--- config.mk ---
export PLATFORM = sky130hd
export DESIGN_NAME = muldiv_seq
export DESIGN_NICKNAME = d
export VERILOG_FILES = /design/src/rtl/muldiv_seq.sv
export SDC_FILE = /design/constraint.sdc
export NUM_CORES = 1
export LEC_CHECK = 0
export CAP_MARGIN = 20
export CORE_MARGIN = 5
export CORE_UTILIZATION = 45
export CTS_CLUSTER_DIAMETER = 80
export DETAILED_ROUTE_END_ITERATION = 7
export DONT_BUFFER_PORTS = 1
export HOLD_SLACK_MARGIN = 0.05
export PLACE_DENSITY = 0.62
export SYNTH_ARGS = -nofsm -noshare
export SYNTH_HDL_FRONTEND = slang
export SYNTH_SLANG_ARGS = --single-unit
--- constraint.sdc ---
create_clock -name clk -period 17.7 [get_ports clk]
set_clock_uncertainty 0.2 [all_clocks]
set_input_delay 3.54 -clock clk [delete_from_list [all_inputs] [get_ports clk]]
set_output_delay 3.54 -clock clk [all_outputs]
set_load 0.005 [all_outputs]
--- src/rtl/muldiv_seq.sv ---
// Iterative RV32M multiply/divide sequencer.
// One operation is accepted at a time. Multiplies use radix-2 shift-add and
// divides use restoring division, one bit per cycle. Divide-by-zero and
// signed overflow finish in a single cycle.
module muldiv_seq #(
  parameter  int WIDTH = 32,
  localparam int CNT_W = $clog2(WIDTH)
) (
  input  logic             clk,
  input  logic             rst_n,
  input  logic             flush,
  input  logic             in_valid,
  output logic             in_ready,
  input  logic [2:0]       op,
  input  logic [WIDTH-1:0] rs1,
  input  logic [WIDTH-1:0] rs2,
  output logic             out_valid,
  input  logic             out_ready,
  output logic [WIDTH-1:0] result,
  output logic             busy
);

  typedef enum logic [1:0] {
    IDLE = 2'd0,
    CALC = 2'd1,
    DONE = 2'd2
  } state_t;

  localparam logic [WIDTH-1:0] MIN_NEG = {1'b1, {(WIDTH-1){1'b0}}};

  // Conditional two's complement negation of one operand/result word.
  function automatic logic [WIDTH-1:0] neg_if(input logic [WIDTH-1:0] v,
                                              input logic            s);
    return s ? ({WIDTH{1'b0}} - v) : v;
  endfunction

  // Conditional negation of the full double-width product.
  function automatic logic [2*WIDTH-1:0] neg_wide_if(input logic [2*WIDTH-1:0] v,
                                                     input logic              s);
    return s ? ({(2*WIDTH){1'b0}} - v) : v;
  endfunction

  // Sign fix and half/quotient/remainder selection of the final value.
  // For multiplies the whole product is negated before picking a half so
  // the borrow out of the low half reaches the high half correctly.
  function automatic logic [WIDTH-1:0] final_result(input logic [2:0]         f,
                                                    input logic               neg,
                                                    input logic [2*WIDTH-1:0] prod,
                                                    input logic [WIDTH-1:0]   rem);
    logic [2*WIDTH-1:0] p;
    p = neg_wide_if(prod, neg);
    if (f[2]) begin
      return f[1] ? neg_if(rem, neg) : neg_if(prod[WIDTH-1:0], neg);
    end
    return (f[1:0] == 2'b00) ? p[WIDTH-1:0] : p[2*WIDTH-1:WIDTH];
  endfunction

  state_t             state;
  state_t             state_nxt;
  logic               accept;
  logic               last_iter;
  logic [CNT_W-1:0]   cnt;

  // Operation context captured at accept
  logic [2:0]         op_q;
  logic               neg_q;
  logic [WIDTH-1:0]   opnd_q;
  logic [2*WIDTH-1:0] acc_q;
  logic [WIDTH-1:0]   rem_q;

  // Accept-side decode
  logic               in_div;
  logic               a_signed;
  logic               b_signed;
  logic               a_neg;
  logic               b_neg;
  logic               div_zero;
  logic               div_ovf;
  logic               special;
  logic               neg_in;
  logic [WIDTH-1:0]   a_mag;
  logic [WIDTH-1:0]   b_mag;
  logic [WIDTH-1:0]   special_res;

  // Iteration datapath
  logic [WIDTH:0]     mul_sum;
  logic [WIDTH:0]     div_shift;
  logic [WIDTH:0]     div_trial;
  logic               div_ge;
  logic [WIDTH-1:0]   rem_nxt;
  logic [2*WIDTH-1:0] acc_nxt;
  logic [WIDTH-1:0]   calc_res;

  // Decode the incoming request: operand signedness, magnitudes, short cases
  always_comb begin
    in_div      = op[2];
    a_signed    = (op == 3'b001) || (op == 3'b010) || (op == 3'b100) || (op == 3'b110);
    b_signed    = (op == 3'b001) || (op == 3'b100) || (op == 3'b110);
    a_neg       = a_signed & rs1[WIDTH-1];
    b_neg       = b_signed & rs2[WIDTH-1];
    a_mag       = neg_if(rs1, a_neg);
    b_mag       = neg_if(rs2, b_neg);
    div_zero    = in_div && (rs2 == {WIDTH{1'b0}});
    div_ovf     = in_div && !op[0] && (rs1 == MIN_NEG) && (rs2 == {WIDTH{1'b1}});
    special     = div_zero || div_ovf;
    // Remainder follows the dividend; everything else follows the sign product
    neg_in      = (in_div && op[1]) ? a_neg : (a_neg ^ b_neg);
    special_res = {WIDTH{1'b0}};
    if (div_zero) begin
      special_res = op[1] ? rs1 : {WIDTH{1'b1}};
    end else begin
      special_res = op[1] ? {WIDTH{1'b0}} : MIN_NEG;
    end
  end

  // One shift-add or restoring-divide step from the current registers
  always_comb begin
    mul_sum   = {1'b0, acc_q[2*WIDTH-1:WIDTH]}
              + (acc_q[0] ? {1'b0, opnd_q} : {(WIDTH+1){1'b0}});
    div_shift = {rem_q, acc_q[WIDTH-1]};
    div_trial = div_shift - {1'b0, opnd_q};
    div_ge    = !div_trial[WIDTH];
    rem_nxt   = div_ge ? div_trial[WIDTH-1:0] : div_shift[WIDTH-1:0];
    if (op_q[2]) begin
      acc_nxt = {acc_q[2*WIDTH-1:WIDTH], acc_q[WIDTH-2:0], div_ge};
    end else begin
      acc_nxt = {mul_sum, acc_q[WIDTH-1:1]};
    end
    last_iter = (cnt == CNT_W'(WIDTH-1));
    calc_res  = final_result(op_q, neg_q, acc_nxt, rem_nxt);
  end

  // Next-state and handshake outputs
  always_comb begin
    state_nxt = state;
    accept    = 1'b0;
    in_ready  = (state == IDLE);
    out_valid = (state == DONE);
    busy      = (state != IDLE);
    case (state)
      IDLE: begin
        if (in_valid && !flush) begin
          accept    = 1'b1;
          state_nxt = special ? DONE : CALC;
        end
      end
      CALC: begin
        if (last_iter) begin
          state_nxt = DONE;
        end
      end
      DONE: begin
        if (out_ready) begin
          state_nxt = IDLE;
        end
      end
      default: state_nxt = IDLE;
    endcase
    // A flush overrides everything, including a pending out_ready handshake
    if (flush) begin
      state_nxt = IDLE;
    end
  end

  // Control state, iteration counter and the visible result register
  always_ff @(posedge clk or negedge rst_n) begin
    if (!rst_n) begin
      state  <= IDLE;
      cnt    <= '0;
      result <= '0;
    end else begin
      state <= state_nxt;
      if (accept) begin
        cnt <= '0;
      end else if ((state == CALC) && !flush && !last_iter) begin
        cnt <= cnt + 1'b1;
      end
      if (accept && special) begin
        result <= special_res;
      end else if ((state == CALC) && last_iter && !flush) begin
        result <= calc_res;
      end
    end
  end

  // Operand context and working registers (no reset: only read in CALC)
  always_ff @(posedge clk) begin
    if (accept) begin
      op_q   <= op;
      neg_q  <= neg_in;
      opnd_q <= in_div ? b_mag : a_mag;
      acc_q  <= in_div ? {{WIDTH{1'b0}}, a_mag} : {{WIDTH{1'b0}}, b_mag};
      rem_q  <= '0;
    end else if (state == CALC) begin
      acc_q  <= acc_nxt;
      rem_q  <= rem_nxt;
    end
  end

endmodule

==> impl_metrics.tcl, run 1 <==
set metrics [dict create \
    grt_pass1_vias 16500 \
    clock.fmax_mhz 147 \
    slowest_stage "a221oi_1" \
    syn_inst 2268 \
    h-tree-depth 4 \
    crit_fanout 29 \
    synth_top_cell_by_area "edfxtp_1" \
    p_leak_uw 0.00718 \
    place_hpwl_um 55000 \
    area_growth_pct 5.47 \
    design.die.area_um2 43300 \
    end_kind "flop" \
    clock_latency_ns 0.45 \
    cts_resized 0 \
    report.final.slew_viol_count 0 \
    status "completed" \
    synth_cell_type_count 107 \
    synthDominantCellAreaShare 0.170 \
    rsz0062_at_grt "no" \
    synth_enable_flop_cells 100 \
    period_needed_ns 6.80 \
    required_ns 17.80 \
    drtIter0Drc 1928 \
    hold_violations 0 \
    slew_headroom 0.257 \
    highest_layer "met5" \
    drc 0 \
    tightest_slew_ns 1.11 \
    synth.avg_cell_area_um2 7.78 \
    synth_ff_type "edfxtp_1" \
    post_cts_buffers 0 \
    die_y_um 208 \
    met3_wirelength_um 7110 \
    clk_pin_slew_ns 0.08 \
    worst_setup_path_start_kind "flop" \
    power_density_nw_per_um2 130 \
    synth_area_leaders "edfxtp_1, a21oi_1, mux2i_1, dfrtp_1, o21ai_0" \
    layout-drive-gt1-share 0.0554 \
    numCtsBuffers 17 \
    final_cell_area_um2 18600 \
    grt_max_degree 131 \
    grt_pass1_wl_um 104000 \
    yosysSeqAreaShare 0.262 \
    core_area_um2 38700 \
    vias_per_cell 6.58 \
    final.period_utilization 0.384 \
    cts_tree "done" \
    cp_data_arrival_time_ns 6.90 \
    ys_seq_elements 171 \
    grt_use_total 0.308 \
    slowest_delay_ns 0.55 \
    ctsRootBufferMaster "clkbuf_16" \
    num_vias 17900 \
    io_pins 107 \
    yosysWarnings 0 \
    port_buffers 0 \
    syn_nets 2413 \
    place_congestion 0.980 \
    ant_nets 0 \
    crit_chain "inv_1 > ha_1 > inv_1 > fa_1 > a211oi_1 > o21ai_1 > o221ai_2 > a21oi_2 > o21a_1 > nor2_2 > buf_4 > mux2i_1 > ha_1 > nand3_1 > or3_1 > a2111oi_4 > a41oi_1 > xnor2_1 > a221oi_1 > o21ai_0" \
    placed_cell_area_um2 18000 \
    nFillCells 3875 \
    grt_overflow 0 \
    ys_async_sr_fraction 0.228 \
    drv_cap 0 \
    final_nets 2335 \
    dr.pass1.iters 8 \
    rows 72 \
    tns_ns 0 \
    start_util 0.456 \
    vdd_drop_max_v 0.0000672 \
    hold_buffers 0 \
    cts.path.max_buffers 2 \
    antenna_found_initial 1 \
    chipWidth_um 208 \
    r2r_slack_ns 10.90 \
    finalSetupViolCount 0 \
    wl_met2_um 29400 \
    wl_met1_um 29000 \
    numClockSinks 171 \
    syn_area_um2 17600 \
    critPathKind "flop to flop" \
    antennaDiodeCount 0 \
    hp-class "flop to flop" \
    wire_per_inst_um 25.8 \
    drt_wl_total_um 70100 \
]
==> critical path, delay by kind of cell (launching register included) <==
family	cells	cell delay, ns
xor+xnor	1	0.20
buf+inv	3	0.62
mux	1	0.46
flops	1	0.51
fa+ha+maj	3	1.10
simple gates	3	0.71
compound gates	9	2.82
==> placed cells by master (no fill, tap or decap), types with 17 or more instances in the layout <==
cell type | Yosys | routed
nand2_1 | 243 | 243
a21oi_1 | 206 | 206
nor2_1 | 206 | 203
o21ai_0 | 187 | 187
mux2i_1 | 100 | 100
edfxtp_1 | 100 | 100
xnor2_1 | 93 | 93
inv_1 | 88 | 86
xor2_1 | 79 | 79
ha_1 | 71 | 71
and2_1 | 60 | 60
nor3_1 | 54 | 54
nand3_1 | 50 | 50
dfrtp_1 | 39 | 39
a31oi_1 | 33 | 33
o31ai_1 | 32 | 32
dfxtp_1 | 32 | 32
nand4_1 | 30 | 30
o211ai_1 | 30 | 30
or3_1 | 27 | 27
nor4_1 | 26 | 26
buf_4 | 2 | 24
a21o_1 | 23 | 23
a211oi_1 | 21 | 21
clkbuf_16 | 0 | 17
==> state kept, by name, summed over array words and instances, names as in the netlist <==
signal,cells
result,32
op_q,3
rem_q,32
state,2
neg_q,1
opnd_q,32
acc_q,64
cnt,5
==> worst paths after layout <==
| check | from | endpoint | cells after the start |
|---|---|---|---|
| worst max-delay path | acc_q[31] | result[26] | 20 |
| worst min-delay path | rem_q[19] | rem_q[19] | 2 |
| worst max register to register | acc_q[31] | result[26] | 20 |
| worst min register to register | rem_q[19] | rem_q[19] | 2 |
| max in group asynchronous | rst_n | result[18] | 0 |
| min in group asynchronous | rst_n | cnt[2] | 0 |
==> final cells by class <==
cell class	instances	area, µm²	area share
inverters	91	342	0.0184
clock buffers	18	439	0.0236
clock inverters	14	166	0.00894
repair buffers	26	215	0.0116
flip-flops and latches	171	4620	0.248
multi-input cells	1883	12200	0.654
well taps	518	648	0.0348
==> where the power goes <==
part / switching (µW) / leakage, µW / internal, µW / total, µW
registers: 79.9 / 0.00176 / 506 / 585
clock network: 201 / 0.000300 / 207 / 408
logic: 948 / 0.00512 / 485 / 1430
total: 1230 / 0.00718 / 1200 / 2430
==> kinds of logic after synthesis <==
logic type                 count (synthesis)  share of synthesized area
xor gates and xnor gates                 172                     0.0854
muxes                                    111                     0.0639
adders and majority gates                 73                     0.0526
AOI/OAI and AO/OA                        734                      0.269
buffers and inverters                    214                     0.0484
DFF                                      171                      0.262
and+or+nand+nor                          793                      0.219
==> through the flow <==
| stage | setup slack, ns | std cells | total power (µW) | hold slack (ns) | util |
|---|---|---|---|---|---|
| final | 10.90 | 2721 | 2430 | 0.288 | 0.480 |
| after global routing | 10.68 | 2721 | 2560 | 0.301 | 0.480 |
| after CTS | 11.06 | 2719 | 2390 | 0.285 | 0.480 |
| after detailed placement | 10.60 | 2687 | 1980 | 0.271 | 0.464 |
| after global placement | 10.62 | 2687 | 1960 | 0.262 | 0.464 |
| after floorplan | 11.22 | 2268 | 1580 | 0.247 | - |
==> cells in the mapped netlist (15+ instances only) <==
master,count
a21o_1,23
xor2_1,79
nand3_1,50
a21oi_1,206
nor4_1,26
o31ai_1,32
o21ai_0,187
inv_1,88
and2_1,60
edfxtp_1,100
nand4_1,30
dfrtp_1,39
a31oi_1,33
mux2i_1,100
xnor2_1,93
nand2_1,243
o21ai_1,15
nor2_1,206
o211ai_1,30
buf_2,27
nor3_1,54
or3_1,27
ha_1,71
dfxtp_1,32
clkbuf_1,81
a211oi_1,21
==> per-layer routing <==
layer,global-route usage,vias up
met5,0,-
met4,0.169,2
met3,0.0847,161
met2,0.460,947
met1,0.404,8545
li1,-,8241
(Power assumes the default switching activity.)
==> inputs of run 2 (changes only) <==
- PLACE_DENSITY: 0.62 -> 0.64
- clock period: 17.7 -> 5.7 ns (I/O delays scaled with it)
==> impl_metrics.tcl, run 2 (same netlist as run 1, synthesis figures left out) <==
set metrics [dict create \
    hold_buffers 0 \
    design.die.area_um2 43300 \
    mostFrequentLayoutCells "nand2_1, a21oi_1, nor2_1" \
    slew_headroom 0.236 \
    end_kind "flop" \
    hp-class "primary input to async pin" \
    numCtsBuffers 17 \
    final_cells 2763 \
    grt_pass1_vias 16600 \
    io_pins 107 \
    final_common_cell "nand2_1" \
    tightest_slew_ns 1.14 \
    use_met2 0.493 \
    finalSetupViolCount 0 \
    place_congestion 1.10 \
    core_area_um2 38700 \
    largest_reg_flops 64 \
    postLayoutCoreUtil 0.487 \
    dr.pass1.iters 8 \
    port_buffers 0 \
    antenna_found_initial 2 \
    drt_wl_total_um 73800 \
    cp_data_arrival_time_ns 5.56 \
    clk_pin_slew_ns 0.08 \
    hold_violations 0 \
    worst_setup_path_start_kind "flop" \
    final.period_utilization 0.954 \
    num_vias 18200 \
    top_usage_layer "met2" \
    grt_use_total 0.327 \
    crit_fanout 28 \
    regMostFlops "acc_q" \
    r2r_slack_ns 0.26 \
    nFillCells 3858 \
    critPathKind "flop to flop" \
    layout-drive-gt1-share 0.0717 \
    required_ns 5.82 \
    seq_area_um2 4620 \
    tns_ns 0 \
    ant_nets 0 \
    grt_max_degree 67 \
    drtIter0Drc 2416 \
    cts_tree "done" \
    die_y_um 208 \
    h-tree-depth 4 \
    place_hpwl_um 58300 \
    rsz0062_at_grt "no" \
    ctsRootBufferMaster "clkbuf_16" \
    drv_cap 0 \
    area_growth_pct 7.01 \
    p_total_uw 7660 \
    report.final.slew_viol_count 0 \
    final_nets 2376 \
    grt_pass1_wl_um 109000 \
    clock.fmax_mhz 184 \
    cts.path.max_buffers 2 \
    power_density_nw_per_um2 406 \
    start_util 0.456 \
    clock_latency_ns 0.47 \
    vias_per_cell 6.60 \
    status "completed" \
    grt_util_met3 0.0830 \
    chipWidth_um 208 \
    post_cts_buffers 0 \
    p_leak_uw 0.00734 \
    grt_overflow 0 \
    numClockSinks 171 \
    placed_cells 2730 \
    wire_per_inst_um 26.7 \
    multi_input_comb_area_um2 12200 \
    drc 0 \
    period_needed_ns 5.44 \
    rows 72 \
    vdd_drop_max_v 0.000276 \
    use_met1 0.441 \
]
[run 2: per-stage QoR]
| step | hold slack, ns | setup slack (ns) | cell area (µm²) |
|---|---|---|---|
| 2_1_floorplan | 0.247 | 0.159 | 17600 |
| 3_3_place_gp | 0.275 | 0.465 | 18300 |
| 3_5_place_dp | 0.286 | 0.273 | 18300 |
| 4_1_cts | 0.141 | 0.279 | 18900 |
| 5_1_grt | 0.146 | 0.0144 | 18900 |
| 6_report | 0.157 | 0.262 | 18900 |
[run 2: worst max-delay path, cell delays in order (launching register included)]
cell,delay [ns]
edfxtp_1,0.39
inv_1,0.08
ha_1,0.18
inv_1,0.06
fa_1,0.42
a211oi_1,0.25
o21ai_1,0.20
o221ai_2,0.37
a21oi_2,0.16
o21a_1,0.28
nor2_2,0.17
buf_4,0.43
mux2_2,0.47
or4_1,0.61
o31ai_2,0.32
xor2_1,0.11
a221oi_1,0.49
o21ai_1,0.10
[run 2: what timing repair did]
| item | 4_1_cts | 5_1_grt |
|---|---|---|
| endpoints found under the hold margin | 0 | 0 |
| resized for setup | 0 | 3 |
| setup endpoints to repair | 0 | 6 |
[run 2: final timing paths]
| check | from | cells after the start | end |
|---|---|---|---|
| max | acc_q[31] | 17 | result[27] |
| min | rst_n | 0 | result[5] |
| max reg2reg | acc_q[31] | 17 | result[27] |
| min reg2reg | rem_q[30] | 2 | rem_q[30] |
| max in group asynchronous | rst_n | 0 | result[11] |
| min in group clk | rem_q[30] | 2 | rem_q[30] |
[run 2: layer usage]
metal	wire [µm]	vias up	share of wire
met4	3870	0	0.052
li1	-	8318	-
met2	31600	1024	0.43
met3	8160	165	0.11
met5	0	-	0
met1	30200	8719	0.41
[run 2: cell type report]
class                   count  area share
diodes                      1    0.000133
clock buffers              21      0.0244
clock inverters            11     0.00457
inverters                  91      0.0181
multi-input cells        1883       0.646
flip-flops and latches    171       0.245
well taps                 518      0.0343
repair buffers             67      0.0280
[run 2: power breakdown]
group / leakage (µW) / internal [µW] / switching [µW]
clock: 0.000262 / 587 / 581
combinational: 0.00532 / 1600 / 3080
sequential: 0.00176 / 1570 / 239
total: 0.00734 / 3760 / 3900
